$ cat config.mk
export PLATFORM = sky130hd
export DESIGN_NAME = clock_div_twenty_eight
export DESIGN_NICKNAME = d
export VERILOG_FILES = /design/src/rtl/clock_div_twenty_eight_pkg.sv /design/src/rtl/clock_div_twenty_eight_mod_n_counter.sv /design/src/rtl/clock_div_twenty_eight.sv
export SDC_FILE = /design/constraint.sdc
export NUM_CORES = 1
export LEC_CHECK = 0
export CAP_MARGIN = 10
export CORE_AREA = 3 3 40 42
export CTS_CLUSTER_DIAMETER = 80
export CTS_CLUSTER_SIZE = 8
export DETAILED_ROUTE_END_ITERATION = 8
export DIE_AREA = 0 0 43 45
export PLACE_DENSITY = 0.37
export SYNTH_ARGS = -nofsm -noshare
export SYNTH_HDL_FRONTEND = slang
export SYNTH_SLANG_ARGS = --single-unit
$ cat constraint.sdc
create_clock -name clk_in -period 1.9 [get_ports clk_in]
set_input_delay 0.57 -clock clk_in [delete_from_list [all_inputs] [get_ports clk_in]]
set_output_delay 0.57 -clock clk_in [all_outputs]
set_load 0.01 [all_outputs]
$ cat src/rtl/clock_div_twenty_eight_pkg.sv
// Shared clocking constants and helpers for the fixed-ratio divider.
// The divisor check is evaluated at elaboration time by the top level.
package clock_div_twenty_eight_pkg;

   localparam int DIV28_DEFAULT = 28;

   function automatic int cnt_width(input int divisor);
      int w;
      w = $clog2(divisor / 2);
      if (w < 1) w = 1;
      return w;
   endfunction

   function automatic bit div_ok(input int divisor);
      return (divisor >= 2) && (divisor % 2 == 0);
   endfunction

endpackage

$ cat src/rtl/clock_div_twenty_eight_mod_n_counter.sv
// Modulo-N up counter with asynchronous reset and terminal-count flag.
// Out-of-range values collapse to zero on the next edge.
module mod_n_counter
   import clock_div_twenty_eight_pkg::*;
#(
   parameter int N = DIV28_DEFAULT / 2,
   localparam int W = cnt_width(2 * N)
) (
   input  logic         clk_in,
   input  logic         rst,
   output logic [W-1:0] cnt,
   output logic         tc
);

   localparam logic [W-1:0] LAST = W'(N - 1);

   logic [W-1:0] cnt_q = '0;
   logic [W-1:0] cnt_d;

   always_comb begin
      cnt_d = cnt_q + 1'b1;
      if (int'(cnt_q) >= N - 1) cnt_d = '0;
   end

   always_ff @(posedge clk_in or posedge rst) begin
      if (rst) cnt_q <= '0;
      else     cnt_q <= cnt_d;
   end

   assign cnt = cnt_q;
   assign tc  = (cnt_q == LAST);

endmodule

$ cat src/rtl/clock_div_twenty_eight.sv
// Divide-by-DIVISOR square-wave generator, 50% duty.
// Output comes straight from the toggle flop, so it is glitch-free.
module clock_div_twenty_eight
   import clock_div_twenty_eight_pkg::*;
#(
   parameter int DIVISOR = DIV28_DEFAULT
) (
   input  logic clk_in,
   input  logic rst,
   output logic clk_div_28
);

   localparam int HALF = DIVISOR / 2;
   localparam int CW   = cnt_width(DIVISOR);

   if (!div_ok(DIVISOR)) begin : g_bad_divisor
      $error("DIVISOR must be even and >= 2");
   end

   logic [CW-1:0] cnt;
   logic          tc;

   mod_n_counter #(
      .N (HALF)
   ) u_cnt (
      .clk_in (clk_in),
      .rst    (rst),
      .cnt    (cnt),
      .tc     (tc)
   );

   logic clk_q = 1'b0;
   logic clk_d;

   always_comb begin
      clk_d = clk_q;
      if (tc) clk_d = ~clk_q;
   end

   always_ff @(posedge clk_in or posedge rst) begin
      if (rst) clk_q <= 1'b0;
      else     clk_q <= clk_d;
   end

   assign clk_div_28 = clk_q;

   a_cnt_range: assert property (
      @(posedge clk_in) disable iff (rst) int'(cnt) < HALF
   );

endmodule

=== Word level (Yosys, flattened, before mapping) ===
Cells that the tools add are included.

* Register bits: 5
* Bits of input ports: 2
* Output and inout port bits: 1
* Logic and storage cells: 7

* Add/subtract/negate cells: 1
* Magnitude comparators: 1
* Equal/unequal tests: 1
* Muxes and demuxes: 1
* Bitwise operators: 1

{| class="wikitable"
|+ Operator list
! operator !! number
|-
| adder 4 x 1 -> 4 bit, second input constant || 1
|-
| equality test 4 bit, second input constant || 1
|-
| >= comparator 4 bit, second input constant || 1
|-
| 2-to-1 mux 4 bit || 1
|-
| NOT 1 bit || 1
|}

=== Logic depth before layout (Yosys ltp) ===
Gate-level depths: netlist of run 1.

* Depth after elaboration: 2
* Mapped depth: 5
* Mapped depth without buffers: 5

=== Cells and area by module ===
Synthesis of run 1 repeated with hierarchy kept, for this count alone.

* Cells, all modules: 26
* Area total of the unflattened synthesis: 264.0 µm²

{| class="wikitable"
|+ Modules (own cells, without submodules)
! module !! times used !! cells an instance !! area each (µm²) !! sequential area each (µm²)
|-
| mod_n_counter || 1 || 23 || 226.5 || 100.1
|-
| clock_div_twenty_eight || 1 || 3 || 37.5 || 25.0
|}

=== Least setup slack after synthesis of run 1 ===
OpenSTA, ideal clock, no wires.

* Kind: reg2reg
* Start: register u_cnt.cnt_q[0], in the netlist u_cnt.cnt[0]
* End: register u_cnt.cnt_q[2], in the netlist u_cnt.cnt[2]
* Library setup time: 0.127 ns
* Arrival: 0.945 ns
* Required time: 1.773 ns
* Slack: 0.829 ns
* Cell stages (with the launch flop): 6
* Path buffers: 0
* Period minus slack after synthesis: 1.071 ns
* Path through: dfrtp_1 > inv_1 > ha_1 > nor2b_4 > o211ai_1 > o21ai_1

* Longest elaborated chain between the ends: 2
* Elaborated cells between the ends (all ways): 3
* Those cells by class: add/sub (1); order compare (1); mux (1)

{| class="wikitable"
|+ Ends and longest elaborated chain
! item !! line !! text
|-
| start, declared || clock_div_twenty_eight_mod_n_counter.sv:17 || <nowiki>logic [W-1:0] cnt_q = '0;</nowiki>
|-
| start signal, assigned || clock_div_twenty_eight_mod_n_counter.sv:27 || <nowiki>else cnt_q <= cnt_d;</nowiki>
|-
| adder 4 x 1 -> 4 bit / >= comparator 4 bit (equally long branches) || clock_div_twenty_eight_mod_n_counter.sv:21, clock_div_twenty_eight_mod_n_counter.sv:22 ||
|-
| 2-to-1 mux 4 bit * || clock_div_twenty_eight_mod_n_counter.sv:22 || <nowiki>if (int'(cnt_q) >= N - 1) cnt_d = '0;</nowiki>
|-
| net u_cnt.cnt_d[2] || clock_div_twenty_eight_mod_n_counter.sv:18 || <nowiki>logic [W-1:0] cnt_d;</nowiki>
|}

The timed path passes the listed nets; every way through them passes the cells marked *.
A chain may end at the register's enable or synchronous reset.

=== Final worst setup path of run 1 ===
* Start: register clk_q, in the netlist clk_div_28
* End: output port clk_div_28

{| class="wikitable"
|+ RTL lines
! item !! line !! text
|-
| start, declared || clock_div_twenty_eight.sv:32 || <nowiki>logic clk_q = 1'b0;</nowiki>
|-
| start signal, assigned || clock_div_twenty_eight.sv:42 || <nowiki>else clk_q <= clk_d;</nowiki>
|-
| end, declared || clock_div_twenty_eight.sv:10 || <nowiki>output logic clk_div_28</nowiki>
|}

No word-level cell between the ends.

==> results of run 1 <==
==> path summary, 6_finish.rpt <==
| path | slack (ns) | cells past startpoint | startpoint | endpoint |
|---|---|---|---|---|
| worst max-delay path | 0.19 | 1 | clk_div_28 | clk_div_28 |
| worst min-delay path | 0.49 | 1 | clk_div_28 | clk_div_28 |
| worst max register to register | 0.75 | 5 | u_cnt.cnt[0] | u_cnt.cnt[2] |
| worst min register to register | 0.49 | 1 | clk_div_28 | clk_div_28 |
| max in group asynchronous | 1.20 | 2 | rst | u_cnt.cnt[0] |
| min in group asynchronous | 0.53 | 2 | rst | u_cnt.cnt[3] |
==> stage by stage <==
| step | total power [mW] | hold slack [ns] |
|---|---|---|
| after global routing | 0.248 | 0.510 |
| final | 0.231 | 0.488 |
| after detailed placement | 0.113 | 0.498 |
| after CTS | 0.237 | 0.504 |
| after global placement | 0.113 | 0.458 |
| after floorplan | 0.110 | 0.349 |
==> registers in the layout, summed over array words and instances (netlist names) <==
register	count
u_cnt.cnt	4
clk_div_28	1
==> placed cells by master (no fill, tap or decap) <==
cell and count:
a21boi_2 1, clkbuf_1 1, clkbuf_4 3, clkdlybuf4s50_1 2
dfrtp_1 5, ha_1 3, inv_1 4, inv_2 1
nand2_1 3, nand3_1 1, nor2_1 2, nor2b_1 1
nor2b_4 1, o211ai_1 1, o21ai_1 1, o22ai_2 1
xnor2_1 1
==> cell families (layout without fill, tap and decap cells) <==
family | after synthesis | after routing | share of synthesized area
compound gates | 4 | 4 | 0.134
xor+xnor | 1 | 1 | 0.0324
fa+ha+maj | 3 | 3 | 0.139
buf+inv | 5 | 11 | 0.0694
flops | 5 | 5 | 0.463
simple gates | 8 | 8 | 0.162
==> layout make-up <==
type                       instances  area share
clock buffer                       4      0.0784
multi-input combinational         16       0.377
timing repair buffer               2      0.0597
sequential                         5       0.373
tap                               15      0.0560
inverter                           5      0.0560
==> power by group <==
| group | internal (mW) | switching (mW) |
|---|---|---|
| Clock | 0.0792 | 0.0410 |
| Combinational | 0.00193 | 0.00222 |
| Sequential | 0.107 | 0 |
==> metal layers <==
layer / up-vias / part of all wire / global-route usage
li1: 93 / - / -
met1: 81 / 0.37 / 0.0515
met2: 5 / 0.50 / 0.0928
met3: 4 / 0.091 / 0.0598
met4: 0 / 0.036 / 0.0542
met5: - / 0 / 0
==> impl_metrics.tcl, run 1 <==
set metrics [dict create \
    status "finished clean" \
    num_vias 183 \
    synth-seq-area-share 0.463 \
    slew_violations 0 \
    finalSetupViolCount 0 \
    portBuffers 2 \
    yosys-top-cells-count "dfrtp_1, inv_1, ha_1, nand2_1, nor2_1" \
    regArea_sq_um 125 \
    hpwl_microns 341 \
    drc 0 \
    clockBufferDepth 2 \
    hold_viol 0 \
    worstSetupEndpointType "output pin" \
    rsz0062_at_grt "no" \
    synth_top_area_share 0.463 \
    die_w_microns 43 \
    synthCells 26 \
    dieArea_sq_um 1940 \
    slowest_delay_ns 0.54 \
    nFillCells 136 \
    grt_pass1_wl_microns 765 \
    drive_gt1_frac 0.219 \
    synth_edf_count 0 \
    final_nets 38 \
    synth_area_leaders "dfrtp_1, ha_1, inv_1, nor2b_4, o22ai_2" \
    ys_async_sr_fraction 1.00 \
    cts_repair_resize_count 0 \
    post-place-ws_ns 0.428 \
    startpoint_type "register" \
    arrival_ns 1.14 \
    drv_cap 0 \
    crit_path_max_fanout 2 \
    placedCellCount 43 \
    drt-pass1-iter-count 2 \
    cp_cell_sequence "clkdlybuf4s50_1" \
    floorplan.initialDensity 0.210 \
    layout_setup_ws_ns 0.192 \
    clockRootBuffer "clkbuf_4" \
    final_cells 47 \
    ant_nets 0 \
    worst-setup-path-type "reg -> out" \
    cp_top_family "buffers and inverters" \
    vias_per_cell 3.89 \
    final_area_sq_um 335 \
    grtUsageTotal 0.0637 \
    ir_worst_vdd_mv 0.252 \
    globalplace.congestion 0.625 \
    worstPathRequired_ns 1.33 \
    core_sq_um 1280 \
    finalWirelength_microns 418 \
    synth_flop_cell "dfrtp_1" \
    powerDensity_nw_per_um2 690 \
    max_slew_margin 0.870 \
    synth.avg_cell_area_sq_um 10.4 \
    synth.most_common_cell "dfrtp_1" \
    ys_ff_latch 5 \
    diodes 0 \
    clk_pin_slew_worst_paths_ns 0.04 \
    fin_crit_ns 1.71 \
    post_drt_wl_per_cell_microns 8.89 \
    clock.fmax_mhz 585 \
    postLayoutCoreUtil 0.261 \
    cts_sinks 5 \
    cts_max_level 1 \
    cpMaxStageDelayCell "clkdlybuf4s50_1" \
    die_y_microns 45 \
    cts_hold_buf 0 \
    ios 3 \
    synthToLayoutAreaGrowth_pct 24.1 \
    synth_top_cell_by_area "dfrtp_1" \
    dpl_cell_area_sq_um 309 \
    hold_class "reg -> reg" \
    cts_inserted_buffers 3 \
    antenna_found_initial 0 \
    finalSetupTns_ns 0 \
    ys_types 14 \
    p_leak_nw 0.179 \
    gr-total-overflow 0 \
    cts_tree "built" \
    grt_start_max_net_pins 7 \
    path_buf_inv 1 \
    yosys_warnings 0 \
    fin_worst_skew_ns 0.000966 \
    syn_nets 31 \
    fp-row-count 13 \
    clk_latency_ns 0.24 \
    drt_iter0_drc 2 \
    grt_pass1_vias 197 \
    syn_area_sq_um 270 \
    finalCritPeriodShare 0.899 \
    post_cts_buffers 0 \
    multi_input_area_sq_um 126 \
    worst_pin_slew_ns 0.194 \
]
No activity file was read; power rests on OpenSTA's default activity.
==> inputs of run 2 (changes only) <==
--- a/config.mk
+++ b/config.mk
@@ -11,7 +11,9 @@
 export CTS_CLUSTER_SIZE = 8
 export DETAILED_ROUTE_END_ITERATION = 8
 export DIE_AREA = 0 0 43 45
+export GPL_TIMING_DRIVEN = 0
 export PLACE_DENSITY = 0.37
 export SYNTH_ARGS = -nofsm -noshare
 export SYNTH_HDL_FRONTEND = slang
 export SYNTH_SLANG_ARGS = --single-unit
+export TNS_END_PERCENT = 100
==> impl_metrics.tcl, run 2 (synthesis gave the netlist of run 1 again) <==
set metrics [dict create \
    core_sq_um 1280 \
    slew_violations 0 \
    max_slew_margin 0.864 \
    finalSetupViolCount 0 \
    path_buf_inv 1 \
    num_vias 181 \
    layout_commonest_cell "dfrtp_1" \
    cts_repair_resize_count 0 \
    ios 3 \
    floorplan.initialDensity 0.210 \
    powerDensity_nw_per_um2 691 \
    regToRegSetupSlack_ns 0.77 \
    combinationalPowerShare 0.018 \
    grtUsageTotal 0.0569 \
    p_switching_uw 43.4 \
    drt-pass1-iter-count 2 \
    most-common-layout-cells "dfrtp_1, inv_1, nand2_1, ha_1, clkbuf_4" \
    status "finished clean" \
    r2r_cells 5 \
    swShare 0.188 \
    power.total_uw 232 \
    antenna_found_initial 0 \
    rr_endpoint "u_cnt.cnt[2]" \
    reg2reg_from "u_cnt.cnt[0]" \
    cpMaxStageDelayCell "clkdlybuf4s50_1" \
    finalWirelength_microns 382 \
    portBuffers 2 \
    dieArea_sq_um 1940 \
    hpwl_microns 326 \
    ir_worst_vdd_mv 0.452 \
    cts_inserted_buffers 3 \
    arrival_ns 1.13 \
    cp_top_family "buffers and inverters" \
    p_int_uw 188 \
    cts_sinks 5 \
    min_from "clk_div_28" \
    fin_worst_skew_ns 0.00155 \
    grt_start_max_net_pins 7 \
    post_drt_wl_per_cell_microns 8.13 \
    synthToLayoutAreaGrowth_pct 24.1 \
    ant_nets 0 \
    cp_cell_sequence "clkdlybuf4s50_1" \
    cts_max_level 1 \
    worst_pin_slew_ns 0.203 \
    slowest_delay_ns 0.54 \
    clkPwrFrac 0.520 \
    worstSetupEndpointType "output pin" \
    final_nets 38 \
    grt_pass1_vias 177 \
    fp-row-count 13 \
    drc 0 \
    clk_pin_slew_worst_paths_ns 0.04 \
    hold_depth 1 \
    p_leak_nw 0.179 \
    drt_iter0_drc 2 \
    vias_per_cell 3.85 \
    worst-setup-path-type "reg -> out" \
    hold_class "reg -> reg" \
    grt_pass1_wl_microns 683 \
    globalplace.congestion 0.627 \
    startpoint_type "register" \
    drive_gt1_frac 0.219 \
    post_cts_buffers 0 \
    finalSetupTns_ns 0 \
    crit_path_max_fanout 2 \
    cts_hold_buf 0 \
    clockBufferDepth 2 \
    rsz0062_at_grt "no" \
    hold_viol 0 \
    drv_cap 0 \
    gr-total-overflow 0 \
    clock.fmax_mhz 590 \
    worstPathRequired_ns 1.33 \
    clk_latency_ns 0.24 \
    finalCritPeriodShare 0.892 \
    clockRootBuffer "clkbuf_4" \
    largest_reg_flops 4 \
    die_y_microns 45 \
    die_w_microns 43 \
    fin_crit_ns 1.70 \
    p_seq_frac 0.462 \
    diodes 0 \
    cts_tree "built" \
    hold_end "clk_div_28" \
]
-- run 2: layout make-up --
type | count | area, sq um
Multi-Input combinational cell | 16 | 126
Fill cell | 143 | 950
Clock buffer | 4 | 26.3
Timing Repair Buffer | 2 | 20.0
Tap cell | 15 | 18.8
Inverter | 5 | 18.8
Sequential cell | 5 | 125
-- run 2: how the worst max path moves through the flow --
| stage | startpoint | end | slack [ns] | cells after the start |
|---|---|---|---|---|
| floorplan | u_cnt.cnt[0] | u_cnt.cnt[2] | 0.83 | 5 |
| global placement | clk_div_28 | clk_div_28 | 0.45 | 1 |
| detailed placement | clk_div_28 | clk_div_28 | 0.45 | 1 |
| CTS | clk_div_28 | clk_div_28 | 0.19 | 1 |
| global route | clk_div_28 | clk_div_28 | 0.14 | 1 |
| finish | clk_div_28 | clk_div_28 | 0.20 | 1 |
-- run 2: metrics by stage --
stage	instance area, sq um	util	hold slack [ns]	instances	setup WS (ns)
2_1_floorplan	270	-	0.349	26	0.829
3_3_place_gp	309	0.241	0.458	43	0.452
3_5_place_dp	309	0.241	0.471	43	0.445
4_1_cts	335	0.261	0.476	47	0.186
5_1_grt	335	0.261	0.506	47	0.141
6_report	335	0.261	0.464	47	0.205
-- run 2: power groups by stage --
stage / registers, mW / clock network [mW] / logic, mW
5_1_grt: 0.107 / 0.138 / 0.00489
6_report: 0.107 / 0.120 / 0.00419
4_1_cts: 0.107 / 0.127 / 0.00456
3_5_place_dp: 0.108 / 0 / 0.00456
2_1_floorplan: 0.108 / 0 / 0.00173
3_3_place_gp: 0.108 / 0 / 0.00418
-- run 2: routing by layer --
metal  share of wire  track usage
met5               0            0
met4               0       0.0181
met3            0.12       0.0717
met2            0.44       0.0719
met1            0.44       0.0562
